## src/rtl/truth_table_scanner.sv

```systemverilog
// Sweeps a 4-input function block through all 16 vectors, captures its truth table
// and compares it against an expected minterm mask.
module truth_table_scanner #(
   parameter int SETTLE_CYCLES = 1
) (
   input  logic        clk,
   input  logic        rst_n,
   input  logic        start,
   input  logic        abort,
   input  logic [15:0] expected,
   input  logic        S,
   output logic        X,
   output logic        Y,
   output logic        W,
   output logic        Z,
   output logic        busy,
   output logic        done,
   output logic [15:0] table_out,
   output logic        match,
   output logic [4:0]  fail_count,
   output logic [3:0]  first_fail
);

   typedef enum logic [1:0] {IDLE, SETTLE, SAMPLE, FINISH} state_t;

   localparam logic [3:0] SETTLE_LD = 4'(SETTLE_CYCLES);
   localparam bit         NO_SETTLE = (SETTLE_CYCLES == 0);

   state_t      state;
   state_t      state_nxt;
   logic [3:0]  idx;
   logic [3:0]  wait_cnt;
   logic [15:0] exp_q;
   logic        accept;
   logic        mismatch;

   assign accept   = (state == IDLE) && start && !abort;
   assign mismatch = S ^ exp_q[idx];

   // The index register doubles as the applied vector so it holds between scans.
   assign {X, Y, W, Z} = idx;
   assign busy         = (state == SETTLE) || (state == SAMPLE);
   assign done         = (state == FINISH);

   always_ff @(posedge clk or negedge rst_n) begin
      if (!rst_n) state <= IDLE;
      else        state <= state_nxt;
   end

   always_comb begin
      state_nxt = state;
      case (state)
         IDLE:    if (accept) state_nxt = NO_SETTLE ? SAMPLE : SETTLE;
         SETTLE: begin
            if (abort)                 state_nxt = IDLE;
            else if (wait_cnt == 4'd1) state_nxt = SAMPLE;
         end
         SAMPLE: begin
            if (abort)              state_nxt = IDLE;
            else if (idx == 4'd15)  state_nxt = FINISH;
            else                    state_nxt = NO_SETTLE ? SAMPLE : SETTLE;
         end
         FINISH:  state_nxt = IDLE;
         default: state_nxt = IDLE;
      endcase
   end

   always_ff @(posedge clk or negedge rst_n) begin
      if (!rst_n) begin
         idx        <= '0;
         wait_cnt   <= '0;
         exp_q      <= '0;
         table_out  <= '0;
         fail_count <= '0;
         first_fail <= '0;
         match      <= 1'b0;
      end else begin
         case (state)
            IDLE: begin
               if (accept) begin
                  exp_q      <= expected;
                  idx        <= '0;
                  wait_cnt   <= SETTLE_LD;
                  table_out  <= '0;
                  fail_count <= '0;
                  first_fail <= '0;
                  match      <= 1'b0;
               end
            end
            SETTLE: begin
               if (abort) begin
                  idx        <= '0;
                  table_out  <= '0;
                  fail_count <= '0;
                  first_fail <= '0;
                  match      <= 1'b0;
               end else begin
                  wait_cnt <= wait_cnt - 4'd1;
               end
            end
            SAMPLE: begin
               if (abort) begin
                  idx        <= '0;
                  table_out  <= '0;
                  fail_count <= '0;
                  first_fail <= '0;
                  match      <= 1'b0;
               end else begin
                  table_out[idx] <= S;
                  if (mismatch) begin
                     fail_count <= fail_count + 5'd1;
                     if (fail_count == 5'd0) first_fail <= idx;
                  end
                  // match is resolved here so it is already valid during the done cycle.
                  if (idx == 4'd15) begin
                     match <= (fail_count == 5'd0) && !mismatch;
                  end else begin
                     idx      <= idx + 4'd1;
                     wait_cnt <= SETTLE_LD;
                  end
               end
            end
            default: ;
         endcase
      end
   end

endmodule

```

## config.mk

```make
export PLATFORM = sky130hd
export DESIGN_NAME = truth_table_scanner
export DESIGN_NICKNAME = d
export VERILOG_FILES = /design/src/rtl/truth_table_scanner.sv
export SDC_FILE = /design/constraint.sdc
export NUM_CORES = 1
export LEC_CHECK = 0
export CORE_MARGIN = 1
export CORE_UTILIZATION = 56
export CTS_CLUSTER_DIAMETER = 30
export CTS_CLUSTER_SIZE = 20
export DETAILED_ROUTE_END_ITERATION = 8
export PLACE_DENSITY = 0.87
export SYNTH_ARGS = -nofsm -noshare
export SYNTH_HDL_FRONTEND = slang
export SYNTH_SLANG_ARGS = --single-unit
```

## constraint.sdc

```tcl
create_clock -name clk -period 3.1 [get_ports clk]
set_input_delay 0.31 -clock clk [delete_from_list [all_inputs] [get_ports clk]]
set_output_delay 0.31 -clock clk [all_outputs]
set_load 0.01 [all_outputs]
```

==> impl_summary.md, run 1 <==
Status
The flow ran to the end, and the final reports show no timing, DRC or antenna violations.

CTS
The H-tree generated during clock tree synthesis spans 2 levels. The longest clock path from root to sink contains 2 buffers. CTS saw 52 sinks. The number of buffers created by CTS is 5. Hold repair after CTS inserted 0 buffers.

The clock reaches the later pin of the worst-skew pair after 0.32 ns. The quantity of gates resized following cts is 0. The clock transition time at the flip-flop clock pins of the worst setup and hold paths is around 0.10 ns. The TritonCTS clock tree is done. The buffer type at the clock tree root is sky130_fd_sc_hd__clkbuf_8. The number of buffers inserted by post-CTS setup repair is 0.

Timing
The total count of max-transition violations in the final report was 0. The final period demand of the worst path is approximately 2.5 ns. In the final timing run, aggregate negative setup slack is 0 ns. The highest attainable clock frequency is between 400 and 500 MHz. The final hold violation count is 0.

The remaining max-slew budget at the tightest pin is just over 50%. Setup violations remaining at the end of the flow were counted as 0. The worst-margin pin slew is 0.734 ns.

Setup repair after global routing left no endpoint under its margin. The final critical path takes up around 80% of the cycle. The worst clock skew on the final layout is about 0.0095 ns.

Placement
Once detailed placement completed, the half-perimeter wirelength came to 4.85 mm. The last weighted congestion value of the routability-driven placer is ~0.83. The placement-stage cell area is approximately 3400 sq um. Input and output buffers added on the ports amount to 52.

Global route
The initial antenna violation count is 0. The largest net degree at the start of global routing is 34. Global routing used ~27% of the available tracks. Global routing finished with a remaining overflow of 0. The wire length of the first global-routing pass is 11.0 mm. The number of global-route vias before repair is approximately 2300.

Yosys
The most common cell in the netlist is sky130_fd_sc_hd__dfrtp_1. The count of cell types in the netlist is 48. The number of nets in the synthesized netlist is about 310. The fraction of synthesized cell area taken by the top area cell type is between 40% and 50%. The mean instance size in the synthesized netlist is about 10 sq um.

For this run, the register share of the synthesized area comes to about 46%. The commonest cells after synthesis are sky130_fd_sc_hd__dfrtp_1 (52), sky130_fd_sc_hd__o21ai_0 (41), sky130_fd_sc_hd__a21oi_1 (23), sky130_fd_sc_hd__mux2_2 (18), sky130_fd_sc_hd__nand2_1 (18). Synthesis handed over a netlist of approximately 270 instances. The proportion of synthesized flip-flops having asynchronous set or reset is 100%. The post-synth design cell area is 2820 sq um. After synthesis, the cell types taking the most area are sky130_fd_sc_hd__dfrtp_1 (46%), sky130_fd_sc_hd__o21ai_0 (7.3%), sky130_fd_sc_hd__mux2_2 (7.2%).

The top flip-flop cell by instance count after synthesis is sky130_fd_sc_hd__dfrtp_1. Summed over all instances, the cell type with the most area after synthesis is sky130_fd_sc_hd__dfrtp_1. The synthesized design contains 0 enable-type register cells.

The total number of yosys warnings is 0. Synthesis inferred 52 register bits.

Drt
Dividing the detail-routed via count by the number of cells gives 6.08. The total length of routed wires is 6.40 mm. Dividing the detail-routed wire length by the instance count gives roughly 16 um.

Summing over every cut layer, the via total after detailed routing is 2365. The first routing iteration left between 150 and 200 violations. The count of nets left with antenna violations once routing finished came out at 0.

For this run, design rule violations remaining after detail routing come to 0. The pre-antenna-repair detailed-routing pass consisted of 4 iterations.

Power and ir drop
The net switching component of the power is 0.000844 W. The internal power consumption is around 0.0014 W. Across the VDD grid, the largest voltage drop is 0.518 mV. For this design the ratio of total power to cell area is 640 nW/um^2.

The share of total power dissipated in sequential elements is 41.4%. The switching power as a share of total power is 38.1%. The static leakage power is approximately 1.5 nW. The share of total power dissipated in combinational logic is roughly 41%. The clock power share is 17.9%.

Worst setup path
The signal on the critical path passes through mux4_2 > mux2i_1 > mux2_2 > nor3_1 > o21ai_0. The worst reg2reg path depth is 5. The data arrival time of the critical path is 2.67 ns. The largest incremental delay on the critical path is approximately 0.65 ns. In this run the register-to-register setup slack is around 0.6 ns.

The worst setup path is of the flop to flop kind. STA puts the critical path data required time at approximately 3.3 ns. The type of element launching the critical path is a flop.

Among all stages on the critical path, the largest delay is contributed by sky130_fd_sc_hd__dfrtp_1. STA classifies the critical path endpoint as a flop. The highest fanout seen on the critical path is 11.

Die
The floorplan step defined a core boundary enclosing between 4000 and 5000 sq um. The number of rows created at floorplan is 25. The floorplan step set the die height to between 70 and 80 um. The starting utilization of the core area is between 50 and 60%. The die covers between 5000 and 6000 sq um.

The horizontal die dimension is roughly 73 um. The count of pins on the block boundary is 53.

Finish
The growth of design area from synthesis to finish is 23.0%. The number of antenna repair diodes is 0. The post-route netlist has approximately an eighth of its cells at a drive strength greater than 1. In the final design database the tool counted about 360 nets. Once layout is done, the placed cells without fillers occupy 3460 sq um.

Flow run
The tool flagged a number of max-cap violations equal to 0.

Worst hold path
The path class of the tightest hold or removal check is primary input to asynchronous set/reset pin.
[worst paths after layout]
path	startpoint	end
hold / removal	rst_n	idx[3]
min in group clk	exp_q[14]	exp_q[14]
hold reg to reg	exp_q[14]	exp_q[14]
max in group asynchronous	rst_n	exp_q[12]
setup / recovery	idx[0]	first_fail[1]
setup reg to reg	idx[0]	first_fail[1]
[placed cells by master, fill, tap and decap left out, types with 4 or more instances in the layout]
master,netlist,layout
sky130_fd_sc_hd__nor3_1,5,5
sky130_fd_sc_hd__mux2_2,18,18
sky130_fd_sc_hd__o21ai_0,41,41
sky130_fd_sc_hd__o2111ai_1,5,5
sky130_fd_sc_hd__dfrtp_1,52,52
sky130_fd_sc_hd__clkbuf_8,0,5
sky130_fd_sc_hd__buf_4,0,4
sky130_fd_sc_hd__a21oi_1,23,23
sky130_fd_sc_hd__nor2b_1,7,7
sky130_fd_sc_hd__nand2b_1,5,5
sky130_fd_sc_hd__nor2_1,10,10
sky130_fd_sc_hd__ha_1,13,13
sky130_fd_sc_hd__clkdlybuf4s50_1,0,51
sky130_fd_sc_hd__nand2_1,18,18
sky130_fd_sc_hd__mux4_2,4,4
sky130_fd_sc_hd__nand3_1,10,10
sky130_fd_sc_hd__inv_1,9,9
[layout make-up]
| cell class | count | area [sq um] |
|---|---|---|
| Tap cell | 67 | 83.8 |
| Clock buffer | 5 | 68.8 |
| Multi-Input combinational cell | 197 | 1410 |
| Timing Repair Buffer | 56 | 546 |
| Sequential cell | 52 | 1300 |
| Clock inverter | 3 | 21.3 |
| Fill cell | 366 | 1320 |
| Inverter | 9 | 33.8 |
[worst max-delay path: cells and delay by family (launching register included)]
kind,cells,cell delay [ns]
muxes,3,1.17
DFF,1,0.65
AOI/OAI and AO/OA,1,0.18
and+or+nand+nor,1,0.36
[state kept, by name (all words and copies together) (netlist names)]
name,cells
wait_cnt,4
exp_q,16
match,1
table_out,16
state,2
first_fail,4
idx,4
fail_count,5
[per-layer routing]
| layer | vias to the layer above | GRT usage [%] | part of all wire [%] |
|---|---|---|---|
| met3 | 11 | 3.45 | 4.3 |
| met2 | 78 | 47.4 | 52 |
| met1 | 1179 | 34.8 | 42 |
| li1 | 1097 | - | - |
| met5 | - | 0 | 0 |
| met4 | 0 | 11.3 | 1.9 |
[kinds of logic (layout without fill, tap and decap cells)]
logic type	Yosys count	after routing	share of synthesized area, %
AO/OA/AOI/OAI	91	91	20.7
multiplexers	24	24	11.1
flip-flops	52	52	46.2
AND/OR/NAND/NOR	69	69	12.4
adder cells (fa/ha/maj)	13	13	5.77
buffers and inverters	23	73	3.77
[per-stage QoR]
step           std cells  setup slack (ns)  hold WS [ns]  power (W)  utilization [%]
2_1_floorplan        272             0.936        0.0144    0.00158                -
3_3_place_gp         381             0.740         0.398    0.00178             70.5
3_5_place_dp         381             0.613         0.404    0.00183             70.5
4_1_cts              389             0.581        0.0600    0.00222             72.4
5_1_grt              389             0.445         0.105    0.00237             72.4
6_report             389             0.606        0.0399    0.00222             72.4
[power by group through the flow]
stage	clock network (W)	registers (W)	logic, W
6_report	0.000398	0.000918	0.000902
2_1_floorplan	0	0.000889	0.000693
4_1_cts	0.000402	0.000920	0.000903
3_5_place_dp	0	0.000934	0.000900
5_1_grt	0.000429	0.000937	0.00100
3_3_place_gp	0	0.000925	0.000856
Power figures use the tool's default switching activity.
==> inputs of run 2 (changes only) <==
--- a/config.mk
+++ b/config.mk
@@ -6,11 +6,11 @@
 export NUM_CORES = 1
 export LEC_CHECK = 0
 export CORE_MARGIN = 1
-export CORE_UTILIZATION = 56
+export CORE_UTILIZATION = 52
 export CTS_CLUSTER_DIAMETER = 30
 export CTS_CLUSTER_SIZE = 20
 export DETAILED_ROUTE_END_ITERATION = 8
-export PLACE_DENSITY = 0.87
+export PLACE_DENSITY = 0.82
 export SYNTH_ARGS = -nofsm -noshare
 export SYNTH_HDL_FRONTEND = slang
 export SYNTH_SLANG_ARGS = --single-unit
==> constraint.sdc (replaced) <==
create_clock -name clk -period 2.54 [get_ports clk]
set_input_delay 0.254 -clock clk [delete_from_list [all_inputs] [get_ports clk]]
set_output_delay 0.254 -clock clk [all_outputs]
set_load 0.01 [all_outputs]
==> run 2 against run 1 <==
  * Combinational power is 27% higher
  * Sequential power is 21% higher
  * Sequential share of layout area is 0.56 points lower
  * Critical path depth is 1 higher
  * Clock power is 25% higher
  * Clock skew is 0.0032 ns lower
  * Wire length is 3.6% lower
  * Clock-buffer cell count is 1 higher
  * Design area is 1.5% higher
  * Utilization is 4.4 points lower
  * Critical path type unchanged
  * Largest cell class unchanged
==> impl_summary.md, run 2 (synthesis gave the netlist of run 1 again) <==
Worst setup path
The flop-to-flop setup slack is 0.25 ns (was 0.61 ns). The endpoint of the worst register-to-register path is fail_count[2] (was first_fail[1]). The number of buffers and inverters on the critical path is 1 (was 0). The endpoint type of the worst setup path was a flop (unchanged). The data arrival time of the critical path is 2.50 ns (was 2.67 ns). The type of element launching the critical path is a flop (unchanged).

The largest incremental delay on the critical path is 0.54 ns (was 0.65 ns). The cell class contributing the biggest share of worst-path delay is multiplexers (unchanged). Sequence of cells on the critical path: buf_4 > mux4_2 > a22oi_2 > and3_1 > o21ai_1 > a31o_1 (was mux4_2 > mux2i_1 > mux2_2 > nor3_1 > o21ai_0).

The required time reported for the critical path endpoint is 2.74 ns (was 3.28 ns). The highest fanout seen on the critical path is 10 (was 11). The type of the setup path with the least slack is flop to flop (unchanged). The origin of the critical flop-to-flop path is idx[0] (unchanged). The critical-path cell with the highest stage delay is sky130_fd_sc_hd__mux4_2 (was sky130_fd_sc_hd__dfrtp_1). The worst reg2reg path depth is 6 (was 5).

Power and ir drop
The static leakage power is 1.49 nW (was 1.46 nW). The total chip power was 0.00276 W (was 0.00222 W). The worst-case vdd ir drop is 0.556 mV (was 0.518 mV). The power per cell area is 784 nW/um^2 (was 640 nW/um^2).

Global route
The global routing usage on met3 came to 4.37% (was 3.45%). The met1 routing resource usage after global routing came to 32.5% (was 34.8%). The global-route layer with the greatest usage is met2 (unchanged). The initial antenna violation count is 0 (unchanged).

The number of global-route vias before repair was 2247 (was 2288). The met2 global-route usage came to 39.8% (was 47.4%). The wire length of the first global-routing pass was 10.4 mm (was 11.0 mm).

The largest net degree at the start of global routing is 53 (was 34). The overflow left after global routing came to 0 (unchanged). The combined global-route utilization of all metal layers is 24.1% (was 27.4%).

Timing
The final total negative setup slack is 0 ns (unchanged). The final worst setup slack is 0.247 ns (was 0.606 ns). The remaining max-slew budget at the tightest pin is 57.0% (was 50.9%). The period utilization is 90.3% (was 80.5%). The final period demand of the worst path is 2.29 ns (was 2.49 ns). The worst clock skew on the final layout was 0.00631 ns (was 0.00949 ns). Setup repair after global routing missed its margin: no (unchanged). The count of endpoints failing setup in the final report was 0 (unchanged). The final hold violation count is 0 (unchanged). The total count of max-transition violations in the final report came to 0 (unchanged). The worst-margin pin slew came to 0.645 ns (was 0.734 ns). The highest attainable clock frequency is 436 MHz (was 401 MHz).

Drt
The average wire length per cell after detail routing came to 15.5 um (was 16.5 um). The ratio of routed vias to standard cells is 5.90 (was 6.08). The number of antenna-violating nets in the routed design is 0 (unchanged). The count of routing violations after the opening detailed-route iteration came to 244 (was 195). The detailed-route via count is 2342 (was 2365). The number of detailed-route iterations in the first pass was 4 (unchanged). The number of remaining DRC errors came to 0 (unchanged). The total length of routed wires is 6.17 mm (was 6.40 mm).

Placement
The last weighted congestion value of the routability-driven placer came to 0.800 (was 0.834). The count of port buffers added during placement came to 52 (unchanged). The worst setup slack before clock tree synthesis is 0.202 ns (was 0.613 ns).

The placed wire-length estimate was 4.51 mm (was 4.85 mm). The number of placed instances, taps included came to 389 (was 381). The placement-stage cell area was 3420 sq um (was 3370 sq um).

CTS
The buffer type at the clock tree root is sky130_fd_sc_hd__clkbuf_8 (unchanged). The maximum clock insertion buffer count came to 2 (unchanged). The clock sink count was 52 (unchanged). The H-tree depth was 2 (unchanged). The clock transition time at the flip-flop clock pins of the worst setup and hold paths came to 0.09 ns (was 0.10 ns).

The TritonCTS clock tree is done (unchanged). The clock latency of the later-clocked register in the worst-skew pair is 0.30 ns (was 0.32 ns). The quantity of gates resized following cts is 0 (unchanged). The number of buffers inserted by post-CTS setup repair is 0 (unchanged). The number of hold buffers added after cts is 0 (unchanged). The number of buffers created by CTS came to 5 (unchanged).

Finish
The filler cell count in the final layout is 397 (was 366). The design area is 3520 sq um (was 3460 sq um). The growth of design area from synthesis to finish came to 24.8% (was 23.0%).

The final net count is 360 (was 355). Most used cells in the layout excluding fill and tap cells: sky130_fd_sc_hd__dfrtp_1 (52), sky130_fd_sc_hd__clkdlybuf4s50_1 (51), sky130_fd_sc_hd__o21ai_0 (41) (unchanged). The multi-input gate area in the final layout is 1420 sq um (was 1410 sq um). The share of cells above drive strength 1 is 15.0% (was 13.4%). The number of antenna repair diodes was 0 (unchanged). The final standard cell count with taps included and fillers excluded is 397 (was 389).

Registers with the most flip-flops: exp_q x16, table_out x16, fail_count x5 (unchanged). The sequential cell area is 1300 sq um (unchanged). The most common cell after layout, fill and taps aside is sky130_fd_sc_hd__dfrtp_1 (unchanged).

Die
The starting utilization of the core area is 54.5% (was 58.9%). The total core area is 5170 sq um (was 4790 sq um). The die height is 75.6 um (was 72.9 um). The die outline area is 5720 sq um (was 5320 sq um). The number of rows created at floorplan is 26 (was 25). The horizontal die dimension is 75.6 um (was 72.9 um). The count of pins on the block boundary is 53 (unchanged).

Worst hold path
The classification of the worst-slack hold path is primary input to asynchronous set/reset pin (unchanged).

Status
Result of the run: finished clean (unchanged).

Flow run
The number of max-capacitance violations reported is 0 (unchanged).
-- run 2: area by class of cell --
class,count,share of cell area [%]
timing repair buffer,61,16.6
multi-input combinational,197,40.2
inverter,9,0.961
sequential,52,37.0
clock inverter,2,0.391
clock buffer,6,2.35
tap,70,2.49
-- run 2: worst max path at each step --
stage	from	endpoint	slack (ns)	cells after the start
finish	idx[0]	fail_count[2]	0.25	6
global route	idx[0]	wait_cnt[3]	0.08	7
global placement	idx[0]	first_fail[0]	0.27	5
floorplan	idx[0]	fail_count[3]	0.38	6
CTS	idx[0]	first_fail[0]	0.17	5
detailed placement	idx[0]	first_fail[0]	0.20	5
-- run 2: stage by stage --
| stage | util, % | hold slack [ns] |
|---|---|---|
| floorplan | - | -0.0416 |
| global route | 68.0 | 0.110 |
| global placement | 66.0 | 0.406 |
| detailed placement | 66.0 | 0.407 |
| CTS | 67.9 | 0.0767 |
| finish | 68.0 | 0.0415 |
-- run 2: per-layer routing --
layer,vias up,part of all wire (%)
li1,1107,-
met4,0,1.7
met1,1155,45
met5,-,0
met2,69,50
met3,11,3.5
-- run 2: where the power goes --
group | switching (W) | total, W | leakage, nW | internal [W]
combinational | 0.000638 | 0.00115 | 0.756 | 0.000508
sequential | 0.000112 | 0.00111 | 0.685 | 0.00100
clock | 0.000274 | 0.000497 | 0.0516 | 0.000223
total | 0.00103 | 0.00276 | 1.49 | 0.00173
